--- src/rtl/day10_button_search_ctrl.sv ---
// ============================================================================
//  Module   : day10_button_search_ctrl
//  Brief    : Walks every button subset in Gray order, one XOR per cycle, and
//             reports the minimum press count whose XOR equals the target.
//  Revision : 1.0
// ============================================================================
`default_nettype none

module day10_button_search_ctrl #(
    parameter int MAX_NUM_LIGHTS  = 16,
    parameter int MAX_NUM_BUTTONS = 16
) (
    input  logic                                        clk,
    input  logic                                        rst,
    input  logic                                        start,
    output logic                                        start_ready,
    input  logic [MAX_NUM_LIGHTS-1:0]                   target,
    input  logic [MAX_NUM_BUTTONS*MAX_NUM_LIGHTS-1:0]   buttons,
    input  logic [$clog2(MAX_NUM_BUTTONS+1)-1:0]        num_buttons,
    output logic                                        result_valid,
    input  logic                                        result_ready,
    output logic                                        result_found,
    output logic [$clog2(MAX_NUM_BUTTONS+1)-1:0]        result_presses
);

    localparam int NB_W  = $clog2(MAX_NUM_BUTTONS + 1);
    localparam int IDX_W = (MAX_NUM_BUTTONS > 1) ? $clog2(MAX_NUM_BUTTONS) : 1;
    localparam int K_W   = MAX_NUM_BUTTONS + 1;

    typedef enum logic [1:0] {
        ST_IDLE   = 2'd0,
        ST_SEARCH = 2'd1,
        ST_DONE   = 2'd2
    } state_t;

    state_t                      state_q, state_d;
    logic [MAX_NUM_LIGHTS-1:0]   target_q, target_d;
    logic [MAX_NUM_LIGHTS-1:0]   btn_q [MAX_NUM_BUTTONS];
    logic [MAX_NUM_LIGHTS-1:0]   btn_d [MAX_NUM_BUTTONS];
    logic [NB_W-1:0]             n_q, n_d;
    logic [MAX_NUM_LIGHTS-1:0]   acc_q, acc_d;
    logic [MAX_NUM_BUTTONS-1:0]  gray_q, gray_d;
    logic [K_W-1:0]              k_q, k_d;
    logic [NB_W-1:0]             cnt_q, cnt_d;
    logic [NB_W-1:0]             best_q, best_d;
    logic                        found_q, found_d;
    logic                        start_ready_q, start_ready_d;
    logic                        result_valid_q, result_valid_d;
    logic                        result_found_q, result_found_d;
    logic [NB_W-1:0]             result_presses_q, result_presses_d;

    logic [K_W-1:0]              w_last;
    logic [K_W-1:0]              w_k_inc;
    logic [IDX_W-1:0]            w_idx;
    logic [NB_W-1:0]             w_n_clamped;

    // Index of the lowest set bit; the Gray code flips exactly this button.
    function automatic logic [IDX_W-1:0] ctz(input logic [MAX_NUM_BUTTONS-1:0] v);
        logic [IDX_W-1:0] r;
        r = '0;
        for (int b = MAX_NUM_BUTTONS - 1; b >= 0; b--) begin
            if (v[b]) r = IDX_W'(b);
        end
        return r;
    endfunction

    assign w_last      = (K_W'(1) << n_q) - K_W'(1);
    assign w_k_inc     = k_q + K_W'(1);
    assign w_idx       = ctz(w_k_inc[MAX_NUM_BUTTONS-1:0]);
    assign w_n_clamped = (num_buttons > NB_W'(MAX_NUM_BUTTONS)) ? NB_W'(MAX_NUM_BUTTONS)
                                                                : num_buttons;

    always_comb begin
        state_d          = state_q;
        target_d         = target_q;
        btn_d            = btn_q;
        n_d              = n_q;
        acc_d            = acc_q;
        gray_d           = gray_q;
        k_d              = k_q;
        cnt_d            = cnt_q;
        best_d           = best_q;
        found_d          = found_q;
        start_ready_d    = start_ready_q;
        result_valid_d   = result_valid_q;
        result_found_d   = result_found_q;
        result_presses_d = result_presses_q;

        case (state_q)
            ST_IDLE: begin
                if (start) begin
                    target_d = target;
                    for (int b = 0; b < MAX_NUM_BUTTONS; b++) begin
                        btn_d[b] = buttons[b*MAX_NUM_LIGHTS +: MAX_NUM_LIGHTS];
                    end
                    n_d           = w_n_clamped;
                    acc_d         = '0;
                    gray_d        = '0;
                    k_d           = '0;
                    cnt_d         = '0;
                    best_d        = '1;
                    found_d       = 1'b0;
                    start_ready_d = 1'b0;
                    state_d       = ST_SEARCH;
                end
            end

            ST_SEARCH: begin
                if ((acc_q == target_q) && (cnt_q < best_q)) begin
                    best_d  = cnt_q;
                    found_d = 1'b1;
                end
                if (k_q == w_last) begin
                    state_d = ST_DONE;
                end else begin
                    k_d           = w_k_inc;
                    acc_d         = acc_q ^ btn_q[w_idx];
                    gray_d[w_idx] = ~gray_q[w_idx];
                    cnt_d         = gray_q[w_idx] ? (cnt_q - NB_W'(1)) : (cnt_q + NB_W'(1));
                end
            end

            ST_DONE: begin
                result_valid_d   = 1'b1;
                result_found_d   = found_q;
                result_presses_d = found_q ? best_q : '0;
                // Handshake completes on the registered valid, so start is not seen here.
                if (result_valid_q && result_ready) begin
                    result_valid_d = 1'b0;
                    start_ready_d  = 1'b1;
                    state_d        = ST_IDLE;
                end
            end

            default: begin
                state_d       = ST_IDLE;
                start_ready_d = 1'b1;
            end
        endcase
    end

    always_ff @(posedge clk or posedge rst) begin
        if (rst) begin
            state_q          <= ST_IDLE;
            target_q         <= '0;
            for (int b = 0; b < MAX_NUM_BUTTONS; b++) begin
                btn_q[b] <= '0;
            end
            n_q              <= '0;
            acc_q            <= '0;
            gray_q           <= '0;
            k_q              <= '0;
            cnt_q            <= '0;
            best_q           <= '1;
            found_q          <= 1'b0;
            start_ready_q    <= 1'b1;
            result_valid_q   <= 1'b0;
            result_found_q   <= 1'b0;
            result_presses_q <= '0;
        end else begin
            state_q          <= state_d;
            target_q         <= target_d;
            btn_q            <= btn_d;
            n_q              <= n_d;
            acc_q            <= acc_d;
            gray_q           <= gray_d;
            k_q              <= k_d;
            cnt_q            <= cnt_d;
            best_q           <= best_d;
            found_q          <= found_d;
            start_ready_q    <= start_ready_d;
            result_valid_q   <= result_valid_d;
            result_found_q   <= result_found_d;
            result_presses_q <= result_presses_d;
        end
    end

    assign start_ready    = start_ready_q;
    assign result_valid   = result_valid_q;
    assign result_found   = result_found_q;
    assign result_presses = result_presses_q;

endmodule

`default_nettype wire
--- config.mk ---
export PLATFORM = sky130hd
export DESIGN_NAME = day10_button_search_ctrl
export DESIGN_NICKNAME = d
export VERILOG_FILES = /design/src/rtl/day10_button_search_ctrl.sv
export SDC_FILE = /design/constraint.sdc
export NUM_CORES = 1
export LEC_CHECK = 0
export CELL_PAD_IN_SITES_DETAIL_PLACEMENT = 1
export CELL_PAD_IN_SITES_GLOBAL_PLACEMENT = 1
export CORE_ASPECT_RATIO = 2
export CORE_UTILIZATION = 40
export CTS_CLUSTER_DIAMETER = 30
export DETAILED_ROUTE_END_ITERATION = 16
export HOLD_SLACK_MARGIN = 0.12
export PLACE_DENSITY = 0.86
export SETUP_SLACK_MARGIN = 0.05
export SYNTH_ARGS = -nofsm -noshare
export SYNTH_HDL_FRONTEND = slang
export SYNTH_SLANG_ARGS = --single-unit
export TNS_END_PERCENT = 100
--- constraint.sdc ---
create_clock -name clk -period 14.8 [get_ports clk]
set_clock_uncertainty 0.15 [all_clocks]
set_input_delay 2.96 -clock clk [delete_from_list [all_inputs] [get_ports clk]]
set_output_delay 2.96 -clock clk [all_outputs]
set_load 0.02 [all_outputs]
==> results of run 1 <==
==> power groups by stage <==
| stage | registers [mW] | clock network, mW | logic [mW] |
|---|---|---|---|
| CTS | 1.54 | 1.18 | 1.94 |
| global placement | 1.52 | 0 | 1.83 |
| finish | 1.55 | 1.17 | 1.95 |
| global route | 1.58 | 1.22 | 2.12 |
| floorplan | 1.42 | 0 | 1.36 |
| detailed placement | 1.55 | 0 | 1.91 |
==> layer usage <==
metal  GRT usage, %  part of all wire (%)
met3           4.30                   4.5
met4           29.9                    11
met5              0                 0.036
met1           31.7                    33
met2           56.2                    52
==> registers in the layout (all words and copies together) (netlist names) <==
signal and cells:
btn_q 256, k_q 17, acc_q 16, gray_q 16, target_q 16, best_q 5, cnt_q 5, n_q 5
result_presses 5, state_q 2, found_q 1, result_found 1, result_valid 1, start_ready 1
==> area by class of cell <==
type | count | area, um2 | share of cell area, %
multi-input combinational | 1658 | 8190 | 36.7
sequential | 347 | 8690 | 39.0
antenna | 1 | 2.50 | 0.0112
timing repair buffer | 306 | 3040 | 13.6
tap | 550 | 688 | 3.08
inverter | 18 | 75.1 | 0.337
clock inverter | 28 | 332 | 1.49
clock buffer | 60 | 1290 | 5.77
==> critical path, stage by stage, from the launching register on <==
cell and delay, ps:
dfrtp_1 730, ha_1 430, nand3_1 510, o21ai_1 520, o211ai_1 260, nor3_1 360
nand3b_1 240, a31oi_1 840, o211ai_1 240, nand4_2 300, inv_2 220, fa_1 470
a21o_1 200, a21oi_1 190, xnor2_1 170, nor3_1 70, a221o_1 270
==> final timing paths <==
kind / slack (ps) / from / to
hold reg to reg: 320 / btn_q[213] / btn_q[213]
min in group asynchronous: 2790 / rst / btn_q[56]
setup / recovery: 8510 / k_q[0] / cnt_q[4]
setup reg to reg: 8510 / k_q[0] / cnt_q[4]
max in group asynchronous: 9310 / rst / btn_q[186]
hold / removal: 320 / btn_q[213] / btn_q[213]
==> cell families (layout without fill, tap and decap cells) <==
family	Yosys count	count (layout)	synth area share, %
flip-flops	347	347	49.6
AO/OA/AOI/OAI	303	303	11.5
adder cells (fa/ha/maj)	11	11	0.828
multiplexers	24	24	1.41
other	0	1	0
AND/OR/NAND/NOR	1279	1279	30.7
buffers and inverters	156	412	3.73
XOR/XNOR	41	41	2.17
==> synth_stat cells (8+ instances only) <==
| cell | number |
|---|---|
| nor3_1 | 17 |
| xor2_1 | 12 |
| nor4_2 | 8 |
| a22oi_1 | 9 |
| buf_2 | 24 |
| a21oi_1 | 67 |
| xnor2_1 | 27 |
| dfrtp_1 | 341 |
| ha_1 | 10 |
| a31o_1 | 8 |
| o31ai_1 | 8 |
| o221ai_1 | 8 |
| nand2_1 | 1004 |
| nand4_1 | 11 |
| and3_1 | 23 |
| a31o_2 | 8 |
| a31oi_1 | 9 |
| and2_1 | 10 |
| nand3_1 | 46 |
| o21ai_0 | 70 |
| a211oi_1 | 17 |
| o22ai_1 | 22 |
| or3_1 | 13 |
| nand2b_1 | 16 |
| clkbuf_1 | 102 |
| nor2_1 | 87 |
| inv_1 | 17 |
| mux2i_1 | 18 |
==> metrics by stage <==
stage	power (mW)	cell area, um2
2_1_floorplan	2.79	17500
3_3_place_gp	3.35	20700
3_5_place_dp	3.45	20700
4_1_cts	4.67	22300
5_1_grt	4.92	22300
6_report	4.67	22300
==> impl_metrics.csv, run 1 <==
group,metric,value,unit
clock_network,clock_latency,580,ps
yosys,synth_cell_type_count,83,
run_status,status,"complete, no violations",
sta,period_minus_slack,6290,ps
clock_network,cts_max_level,2,
yosys,synthArstFlopShare,100,%
yosys,yosys.area.top_type_share,48.7,%
power_and_ir_drop,intPower,2.68,mW
sta,fin_tns_setup,0,ps
clock_network,cts_sinks,347,
floorplanning,core_area,0.0432,mm2
yosys,synth_fp_nets,2453,
sta,drv_slew,0,
layout,fin_cells,2968,
global_routing,grt_max_degree,216,
detailed_routing,dr.pass1.iters,5,
layout,layout_common_cells,"nand2_1 (1,004), dfrtp_1 (341), clkdlybuf4s50_1 (288)",
power_and_ir_drop,power.density,209,mW/mm2
floorplanning,dieHeight,298,um
setup_path,worst_setup_path_end_kind,"flop",
floorplanning,die-area,0.0447,mm2
floorplanning,initial_utilization,40.5,%
clock_network,cts_buffer_depth,3,
yosys,yosysSeqAreaShare,49.6,%
sta,period_share,42.5,%
yosys,synthCells,2161,
hold_path,whs_path_depth,2,
yosys,synth.largest_area_cell,"dfrtp_1",
clock_network,tritoncts,"done",
yosys,synth-seq-cells,347,
power_and_ir_drop,clockPowerShare,25.1,%
layout,drive_gt1_share,6.33,%
sta,worst_pin_slew,1170,ps
sta,max_freq,159,MHz
sta,rsz0062_at_grt,"false",
layout,final_common_cell,"nand2_1",
placed_design,port_buffers,288,
yosys,synth_area,0.0175,mm2
layout,final_core_util,51.6,%
detailed_routing,wl,69.5,mm
global_routing,antenna_found_initial,3,
floorplanning,num_rows,108,
floorplanning,die_w,150,um
yosys,yosys_warnings,0,
setup_path,critical_path_class,"flop to flop",
detailed_routing,dr_total_vias,16800,
detailed_routing,drc,0,
placed_design,dp_hpwl,49.4,mm
power_and_ir_drop,p_leak,10.6,nW
clock_network,ctsResizeCount,0,
power_and_ir_drop,power_frac_comb,41.8,%
hold_path,hold_class,"flop to flop",
global_routing,overflow,0,
placed_design,place_congestion,0.939,
setup_path,start_kind,"flop",
floorplanning,pin_count,289,
power_and_ir_drop,ir_drop,143,uV
detailed_routing,ant_nets,0,
sta,finalSetupViolations,0,
clock_network,cts_buffers,47,
detailed_routing,drtIter0Drc,941,
sta,hold_viol,0,
layout,fillerInstances,5172,
yosys,synthFlopType,"dfrtp_1",
placed_design,pre_cts_ws,8320,ps
global_routing,grt_pass1_wl,107,mm
global_routing,grt_pass1_vias,18600,
clock_network,post_cts_hold_buffer_count,0,
clock_network,cts-root-buf,"clkbuf_16",
detailed_routing,routedWlPerCell,23.4,um
power_and_ir_drop,power_frac_seq,33.1,%
detailed_routing,avgViaCountPerCell,5.66,
global_routing,track_usage,31.9,%
power_and_ir_drop,switching_power,1.99,mW
yosys,synth_area_leaders,"dfrtp_1 (49%), nand2_1 (22%), clkbuf_1 (2.2%)",
setup_path,crit_arrival,6590,ps
layout,area_growth,27.3,%
yosys,synth_edf_count,0,
placed_design,dp_cells,2879,
layout,nets,2670,
sta,finalWorstSetupSlack,8510,ps
setup_path,critPathMaxFanout,18,
setup_path,reg2reg_depth,16,
power_and_ir_drop,netSwitchingFraction,42.7,%
yosys,syn_avg_cell_area,8.11,um2
sta,whs,322,ps
sta,slew_headroom,21.9,%
clock_network,path_clk_slew,60,ps
clock_network,postCtsSetupRepairBufs,0,
job,maxCapViolCount,0,
setup_path,worstPathRequired,15100,ps
Note: power is estimated with default switching activity, not from simulation.
==> inputs of run 2 (changes only) <==
==> constraint.sdc (replaced) <==
create_clock -name clk -period 6 [get_ports clk]
set_clock_uncertainty 0.15 [all_clocks]
set_input_delay 1.2 -clock clk [delete_from_list [all_inputs] [get_ports clk]]
set_output_delay 1.2 -clock clk [all_outputs]
set_load 0.02 [all_outputs]
==> run 2 against run 1 <==
Register-to-register slack worse by 8200 ps. Power rose to 2.6 times the previous value. Non-clock buffer count is 16 higher. Final area increased by 2.2%. Routed wire length grew 4.5%. Sequential power grew 150%. Highest routed layer is now met4.
==> impl_metrics.csv, run 2 (synthesized netlist as in run 1, its figures left out) <==
group,metric,value,unit
global_routing,overflow,0,
detailed_routing,wl,72.7,mm
layout,fin_cells,2994,
detailed_routing,dr_total_vias,17000,
detailed_routing,avgViaCountPerCell,5.68,
placed_design,pre_cts_ws,340,ps
clock_network,cts-root-buf,"clkbuf_16",
hold_path,hold_class,"flop to flop",
floorplanning,die-area,0.0447,mm2
clock_network,clock_latency,590,ps
setup_path,reg2reg_depth,16,
power_and_ir_drop,clockPowerShare,27.3,%
sta,rsz0062_at_grt,"false",
placed_design,dp_hpwl,52.0,mm
global_routing,grt_max_degree,211,
power_and_ir_drop,intPower,7.05,mW
layout,nets,2691,
detailed_routing,dr.pass1.iters,5,
setup_path,crit_arrival,6020,ps
global_routing,grt_pass1_wl,109,mm
clock_network,cts_buffer_depth,3,
sta,worst_pin_slew,1200,ps
sta,finalSetupViolations,0,
detailed_routing,routedWlPerCell,24.3,um
sta,slew_headroom,19.4,%
global_routing,grt_pass1_vias,18800,
setup_path,critical_path_class,"flop to flop",
placed_design,place_congestion,0.945,
clock_network,cts_buffers,52,
sta,period_minus_slack,5710,ps
layout,final_common_cell,"nand2_1",
power_and_ir_drop,power_frac_comb,41.2,%
layout,drive_gt1_share,7.65,%
setup_path,critPathMaxFanout,18,
floorplanning,num_rows,108,
power_and_ir_drop,ir_drop,244,uV
power_and_ir_drop,power_frac_seq,31.5,%
floorplanning,initial_utilization,40.5,%
floorplanning,dieHeight,298,um
clock_network,cts_sinks,347,
run_status,status,"complete, no violations",
sta,finalWorstSetupSlack,289,ps
detailed_routing,drtIter0Drc,886,
layout,area_growth,30.1,%
detailed_routing,ant_nets,0,
power_and_ir_drop,p_leak,10.8,nW
clock_network,post_cts_hold_buffer_count,0,
layout,regMostFlops,"btn_q",
power_and_ir_drop,power.density,536,mW/mm2
sta,fin_tns_setup,0,ps
setup_path,worstPathRequired,6310,ps
layout,final_core_util,52.7,%
sta,period_share,95.2,%
placed_design,port_buffers,288,
sta,whs,323,ps
sta,drv_slew,0,
sta,hold_viol,0,
clock_network,tritoncts,"done",
setup_path,start_kind,"flop",
layout,reg_top3,"btn_q x256, k_q x17",
power_and_ir_drop,switching_power,5.17,mW
floorplanning,die_w,150,um
layout,layout_common_cells,"nand2_1 (1,004), dfrtp_1 (341), clkdlybuf4s50_1 (288)",
layout,largest_reg_flops,256,
hold_path,whs_path_depth,2,
job,maxCapViolCount,0,
floorplanning,core_area,0.0432,mm2
clock_network,path_clk_slew,60,ps
power_and_ir_drop,netSwitchingFraction,42.3,%
global_routing,track_usage,33.1,%
clock_network,cts_max_level,2,
sta,max_freq,175,MHz
detailed_routing,drc,0,
global_routing,antenna_found_initial,0,
setup_path,worst_setup_path_end_kind,"flop",
placed_design,dp_cells,2895,
floorplanning,pin_count,289,
run 2: worst paths after layout:
path	from	to	slack [ps]
max in group asynchronous	rst	btn_q[47]	3550
hold reg to reg	btn_q[98]	btn_q[98]	320
setup reg to reg	k_q[1]	cnt_q[4]	290
min in group asynchronous	rst	result_presses[4]	890
hold / removal	btn_q[98]	btn_q[98]	320
setup / recovery	k_q[1]	cnt_q[4]	290
run 2: layout make-up:
type	instances	area [um2]
antenna	1	2.50
clock buffer	62	1450
clock inverter	36	469
fill	5054	20400
inverter	18	71.3
multi-input combinational	1658	8200
sequential	347	8690
tap	550	688
timing repair buffer	322	3230
run 2: metal layers:
layer / wire, um / vias to the layer above / track usage [%]
met4: 7850 / 0 / 30.8
li1: - / 7612 / -
met5: 0 / - / 0
met2: 37900 / 652 / 59.1
met1: 23600 / 8440 / 31.6
met3: 3340 / 292 / 5.19
run 2: power by group through the flow:
stage | Clock, mW | Sequential [mW] | Combinational [mW]
detailed placement | 0 | 3.85 | 4.81
floorplan | 0 | 3.51 | 3.36
global placement | 0 | 3.80 | 4.60
CTS | 3.36 | 3.83 | 4.99
finish | 3.34 | 3.84 | 5.03
global route | 3.44 | 3.92 | 5.41
run 2: repair_timing:
item / 4_1_cts / 5_1_grt
buffers inserted: 0 / 0
setup endpoints to repair: 0 / 1
resized for setup: 0 / 1
run 2: stage by stage:
stage	cell area [um2]	total power [mW]
after floorplan	17500	6.87
after global placement	20900	8.39
after detailed placement	20900	8.66
after CTS	22800	12.2
after global routing	22800	12.8
final	22800	12.2
run 2: critical path: stages (launching register included):
cell	delay, ps
dfrtp_1	540
ha_1	390
nand3_1	480
nor3_1	720
o22ai_1	190
a21oi_1	420
o41ai_2	200
and3_1	270
a22oi_1	280
nand4_2	240
inv_2	360
ha_1	330
a21o_1	180
a21oi_1	230
xnor2_1	200
nor3_1	100
a221o_1	290
